==> src/rtl/mybusmatrix5x7_in_m0.sv <==
// AHB bus-matrix input stage: holds a master's address phase while the
// selected output stage is busy or not granting, and relays the data phase back.
module mybusmatrix5x7_in_m0 (
    input  logic        HCLK,
    input  logic        HRESETn,
    input  logic        HSELS,
    input  logic [31:0] HADDRS,
    input  logic [1:0]  HTRANSS,
    input  logic        HWRITES,
    input  logic [2:0]  HSIZES,
    input  logic [2:0]  HBURSTS,
    input  logic [3:0]  HPROTS,
    input  logic        HMASTLOCKS,
    input  logic        HREADYS,
    input  logic        active_dec,
    input  logic        readyout_dec,
    input  logic [1:0]  resp_dec,
    output logic        sel_op,
    output logic [31:0] addr_op,
    output logic [1:0]  trans_op,
    output logic        write_op,
    output logic [2:0]  size_op,
    output logic [2:0]  burst_op,
    output logic [3:0]  prot_op,
    output logic        mastlock_op,
    output logic        held_tran_op,
    output logic        HREADYOUTS,
    output logic [1:0]  HRESPS
);

    logic        trans_valid;
    logic        capture;
    logic        issue;
    logic        err_first;
    logic        pend_tran;
    logic        pend_next;
    logic        data_valid;
    logic        data_valid_next;

    logic [31:0] hold_addr;
    logic [1:0]  hold_trans;
    logic        hold_write;
    logic [2:0]  hold_size;
    logic [2:0]  hold_burst;
    logic [3:0]  hold_prot;
    logic        hold_mastlock;

    always_comb begin
        trans_valid = HSELS & HTRANSS[1] & HREADYS;
        // A pending transfer owns the holding register until it is issued or dropped.
        capture     = trans_valid & ~pend_tran;
        err_first   = data_valid & (resp_dec == 2'b01) & ~readyout_dec;
    end

    always_comb begin
        sel_op       = HSELS;
        addr_op      = HADDRS;
        trans_op     = HTRANSS;
        write_op     = HWRITES;
        size_op      = HSIZES;
        burst_op     = HBURSTS;
        prot_op      = HPROTS;
        mastlock_op  = HMASTLOCKS;
        held_tran_op = 1'b0;
        if (pend_tran) begin
            sel_op       = 1'b1;
            addr_op      = hold_addr;
            trans_op     = hold_trans;
            write_op     = hold_write;
            size_op      = hold_size;
            burst_op     = hold_burst;
            prot_op      = hold_prot;
            mastlock_op  = hold_mastlock;
            held_tran_op = 1'b1;
        end
    end

    always_comb begin
        issue = sel_op & trans_op[1] & active_dec & readyout_dec;

        pend_next = pend_tran;
        if (pend_tran) begin
            // An ERROR on the previous transfer cancels the held one.
            if (err_first || (active_dec && readyout_dec)) begin
                pend_next = 1'b0;
            end
        end else if (trans_valid && !(active_dec && readyout_dec)) begin
            pend_next = 1'b1;
        end

        data_valid_next = data_valid;
        if (issue) begin
            data_valid_next = 1'b1;
        end else if (readyout_dec) begin
            data_valid_next = 1'b0;
        end
    end

    always_comb begin
        HREADYOUTS = 1'b1;
        HRESPS     = 2'b00;
        if (data_valid) begin
            HREADYOUTS = readyout_dec;
            HRESPS     = resp_dec;
        end else if (pend_tran) begin
            HREADYOUTS = 1'b0;
        end
    end

    always_ff @(posedge HCLK or negedge HRESETn) begin
        if (!HRESETn) begin
            pend_tran  <= 1'b0;
            data_valid <= 1'b0;
        end else begin
            pend_tran  <= pend_next;
            data_valid <= data_valid_next;
        end
    end

    always_ff @(posedge HCLK or negedge HRESETn) begin
        if (!HRESETn) begin
            hold_addr     <= '0;
            hold_trans    <= '0;
            hold_write    <= 1'b0;
            hold_size     <= '0;
            hold_burst    <= '0;
            hold_prot     <= '0;
            hold_mastlock <= 1'b0;
        end else if (capture) begin
            hold_addr     <= HADDRS;
            hold_trans    <= HTRANSS;
            hold_write    <= HWRITES;
            hold_size     <= HSIZES;
            hold_burst    <= HBURSTS;
            hold_prot     <= HPROTS;
            hold_mastlock <= HMASTLOCKS;
        end
    end

endmodule

==> config.mk <==
export PLATFORM = sky130hd
export DESIGN_NAME = mybusmatrix5x7_in_m0
export DESIGN_NICKNAME = d
export VERILOG_FILES = /design/src/rtl/mybusmatrix5x7_in_m0.sv
export SDC_FILE = /design/constraint.sdc
export NUM_CORES = 1
export LEC_CHECK = 0
export CAP_MARGIN = 0
export CORE_ASPECT_RATIO = 0.7
export CORE_MARGIN = 1
export CORE_UTILIZATION = 35
export CTS_BUF_LIST = sky130_fd_sc_hd__clkbuf_4 sky130_fd_sc_hd__clkbuf_8
export CTS_CLUSTER_DIAMETER = 200
export DETAILED_ROUTE_END_ITERATION = 16
export DONT_BUFFER_PORTS = 1
export GPL_TIMING_DRIVEN = 1
export SETUP_SLACK_MARGIN = 0.1
export SLEW_MARGIN = 25
export SYNTH_ARGS = -nofsm -noshare
export SYNTH_HDL_FRONTEND = slang
export SYNTH_SLANG_ARGS = --single-unit
export TNS_END_PERCENT = 100
==> constraint.sdc <==
create_clock -name HCLK -period 1.3 [get_ports HCLK]
set_input_delay 0.26 -clock HCLK [delete_from_list [all_inputs] [get_ports HCLK]]
set_output_delay 0.26 -clock HCLK [all_outputs]
set_load 0.02 [all_outputs]
# Word-level counts from Yosys, hierarchy flattened
# Cells that the tools add are included.
# word_totals
ff_bits	48
in_bits	54
out_inout_bits	51
wordCells	42
# classes
eq_ne	1
muxes	17
bitwise_logic	10
reduce_logical	5
# op_table
cell	n
two-way mux 32 bit	1
two-way mux 1 bit	11
bitwise AND 1 bit	8
two-way mux 3 bit	2
two-way mux 2 bit	2
two-way mux 4 bit	1
== test 2 x 1 -> 1 bit (second input constant)	1
logical AND 1 bit	2
NOT 1 bit	2
nonzero test 2 bit	1
logical NOT 1 bit	1
logical OR 1 bit	1

# Longest topological paths before layout
# depth
word_depth	6
ltp_mapped	4
depth_no_buf	2

# Worst setup path after synthesis
# OpenSTA, ideal clock, no wires.
# synth_timing
kind	flip-flop to output port
startpoint	register pend_tran
endpoint	output HREADYOUTS
arrival_ns	1.355
required_ns	1.040
setup_slack_ns	-0.315
path_stages_with_launch	4
path_buffers	2
cell_sequence	dfrtp_1 buf_2 buf_4 o21ai_0
# synth_between
elab_chain_cells	2
# synth_rtl
element	line	rtl
from (decl)	35	logic pend_tran;
from (signal assigned)	115	pend_tran <= pend_next;
two-way mux 1 bit	105	end else if (pend_tran) begin
two-way mux 1 bit	102	if (data_valid) begin
to (decl)	27	output logic HREADYOUTS,
# No other way between the ends.

# Worst setup path in the final report
# layout_timing
startpoint	register pend_tran
endpoint	output trans_op[1]
# layout_between
elab_chain_cells	1
# layout_rtl
element	line	rtl
two-way mux 2 bit	65	if (pend_tran) begin
to (decl)	20	output logic [1:0] trans_op,
# No other way between the ends.

==> metrics.md <==
| Metric | Value |
|---|---|
| Worst path max stage delay | 0.48 ns |
| Setup CP Type | flop to output port |
| Arrival time at the worst endpoint | 1.40 ns |
| Area grow syn2layout | 26.4% |
| RSZ-0062 raised after global routing | yes |
| Cell Int Power | between 3 and 4 mW |
| DR pass1 iterations | 3 |
| Root Driver | clkbuf_8 |
| Cell breakdown of the critical path | buf_6 -> mux2_4 -> buf_12 |
| Most common cell in the netlist | mux2_2 |
| Largest net degree at the start of global routing | between 40 and 50 |
| Syn_nets | 216 |
| Final setup fails | 96 |
| Number of global-route vias before repair | 1,547 |
| Routed length per instance | 19.4 um |
| Row count | 25 |
| First-pass GRT wire length | 8010 um |
| Yosys top cell area share | 0.483 |
| Switching share of power | 0.300 |
| I/O pin count | 105 |
| CP startpoint kind | flop |
| Seq pwr share | 0.435 |
| Hpwl dp | 3550 um |
| Unique cell type count in the Yosys netlist | 18 |
| Largest cells by area after synthesis | dfrtp_1 48%, mux2_2 29%, mux2_4 12% |
| Routed Antenna Nets | 0 |
| Worst slew pin tran | approximately 0.44 ns |
| #FFs+latches synth | 48 |
| Hold WS | -0.355 ns |
| Fin worst setup slack | -0.355 ns |
| Max transition margin | 0.704 |
| Async S/R FF share, synth | 1.00 |
| Power Dens Cells | 1540 mW/mm^2 |
| Status | complete, but fails checks |
| FMAX | around 0.60 GHz |
| Min Tclk post-route | roughly 1.7 ns |
| Register area share after synthesis | 0.483 |
| 1st-iter DRT viols | 29 |
| Post-synth top flop | dfrtp_1 |
| Combinational share of power | 0.342 |
| Setup crit end kind | output port |
| Worst vdd ir | 692 uV |
| Post-synth top cells | 63 x mux2_2, 48 x dfrtp_1, 20 x mux2_4 |
| Final Cycle Share | 1.27 |
| Max Cap Violations | 0 |
| P_sw | 1.45 mW |
| Synthesized area per cell | ~15 um^2 |
| Final wirelength | approximately 5300 um |
| Critical Path Fanout Max | 7 |
| Nets | between 200 and 250 |
| Clock Pin Slew Worst Setup and Hold Paths | 0.10 ns |
| Die W | 103 um |
| Final instance area | 0.00314 mm^2 |
| Core area | 0.00682 mm^2 |
| Clock Sinks | 48 |
| Clk network pwr share | 0.223 |
| RePlAce Congestion | 0.745 |
| # DRC | 0 |
| CTS max path bufs | 2 |
| Synthesized cell area | roughly 0.0025 mm^2 |
| CTS tree | yes |
| Gr ovfl total | 0 |
| # diodes | 0 |
| Initial antenna violation count | 0 |
| Post-synth EDFFs | 0 |
| Clock Latency Late Sink | 0.29 ns |
| Post-route setup TNS | -20.76 ns |
| CTS H-tree depth | 2 |
| Synth area leader | dfrtp_1 |
| Place WS | -0.0511 ns |
| Clk_skew | 0.0112 ns |
| Leakage Power | 1.46 nW |
| Die Area | 0.00745 mm^2 |
| Failing checks | negative hold slack, negative setup slack |
| DP Area | ~0.0027 mm^2 |
| Yosys synthesis warning count | 0 |
| WP data required | roughly 1.0 ns |
| Initial Utilization | 0.364 |
| Post-Synthesis Cells | 162 |
| Share of cells above drive strength 1 | 0.711 |
| DR vias | 1,389 |
| Die H | 72.5 um |
| GRT Util Overall | 0.146 |
| Filler instances | between 600 and 700 |
| Worst hold path class | input port to asynchronous set/reset pin |
| Hold violation count in the final report | 48 |
| Via/cell ratio | between 5 and 6 |
| Cts bufs inserted | 5 |
| Critical path's slowest cell | dfrtp_2 |
| PortBufs | 0 |
| Final slew viol count | 0 |
## repair_timing
action                                 4_1_cts  5_1_grt
resized for setup                           29        1
setup endpoints to repair                   97       99
setup buffers                                5        0
pin swaps                                    1        2
gates cloned                                 6        0
endpoints found under the hold margin       48       48
## critical path: cells and delay by family (launching register included)
| family | cells | cell delay (ns) |
|---|---|---|
| muxes | 1 | 0.32 |
| DFF | 1 | 0.48 |
| buffers and inverters | 2 | 0.30 |
## layout make-up
cell class,count,area [um^2],share of cell area
inverters,1,3.75,0.00119
well taps,94,118,0.0374
flip-flops and latches,48,1200,0.383
multi-input cells,103,1340,0.427
clock buffers,5,68.8,0.0219
repair buffers,20,363,0.115
clock inverters,3,42.5,0.0135
## layer usage
metal,vias up,track usage,share of wire
met3,6,0.0405,0.062
li1,622,-,-
met2,59,0.265,0.54
met5,-,0,0
met1,702,0.170,0.39
met4,0,0.0381,0.013
## power groups by stage
stage / sequential [mW] / combinational (mW) / clock (mW)
final: 2.10 / 1.65 / 1.07
after global routing: 2.15 / 1.73 / 1.19
after CTS: 2.10 / 1.66 / 1.11
after detailed placement: 2.11 / 1.49 / 0
after global placement: 2.08 / 1.45 / 0
after floorplan: 2.04 / 1.35 / 0
## metrics by stage
stage                     utilization  std cells  hold WS [ns]  power (mW)
after floorplan                     -        162       -0.0356        3.39
after global placement          0.398        255       -0.0344        3.53
after detailed placement        0.398        255       -0.0342        3.60
after CTS                       0.460        274        -0.366        4.87
after global routing            0.461        274        -0.380        5.07
final                           0.461        274        -0.355        4.83
## kinds of logic (layout without fill, tap and decap cells)
logic type,count (synthesis),in the layout,share of synthesized area
compound gates,4,4,0.0126
buf+inv,11,29,0.0337
flops,48,48,0.483
mux,91,91,0.443
simple gates,8,8,0.0277
## flip-flops by register name (all words and copies together) (netlist names)
signal and count:
hold_addr 32, hold_trans 2, hold_prot 4, pend_tran 1, hold_burst 3, hold_write 1
data_valid 1, hold_mastlock 1, hold_size 3
## worst paths after layout
kind                                           start                        end  slack [ns]  cells after the start
setup / recovery                 pend_tran$_DFF_PN0_                trans_op[1]       -0.36                      3
hold / removal                               HRESETn   hold_size[2]$_DFFE_PN0P_       -0.35                      0
setup reg to reg                 pend_tran$_DFF_PN0_  hold_mastlock$_DFFE_PN0P_       -0.16                      4
hold reg to reg            hold_trans[1]$_DFFE_PN0P_  hold_trans[1]$_DFFE_PN0P_        0.49                      1
max in group asynchronous                    HRESETn   hold_addr[2]$_DFFE_PN0P_        1.55                      0
min in group HCLK                         HADDRS[15]  hold_addr[15]$_DFFE_PN0P_        0.10                      1
## layout by cell type (no fill, tap or decap)
cell	Yosys	final
buf_6	4	6
a21bo_2	1	1
inv_1	1	1
nor4bb_1	1	1
o22ai_2	0	1
clkinvlp_4	0	1
o21ai_4	0	1
buf_4	2	3
mux2_4	20	52
dfrtp_1	48	46
clkinv_2	0	1
nand4b_4	1	1
bufinv_16	0	1
mux2_2	63	39
buf_12	0	4
and2_4	0	2
dfrtp_2	0	2
or2_2	1	1
nand2b_1	1	1
nand2_1	1	1
clkbuf_8	0	5
buf_16	0	7
a32o_1	1	1
and2_1	3	1
No activity file was read; power rests on OpenSTA's default activity.
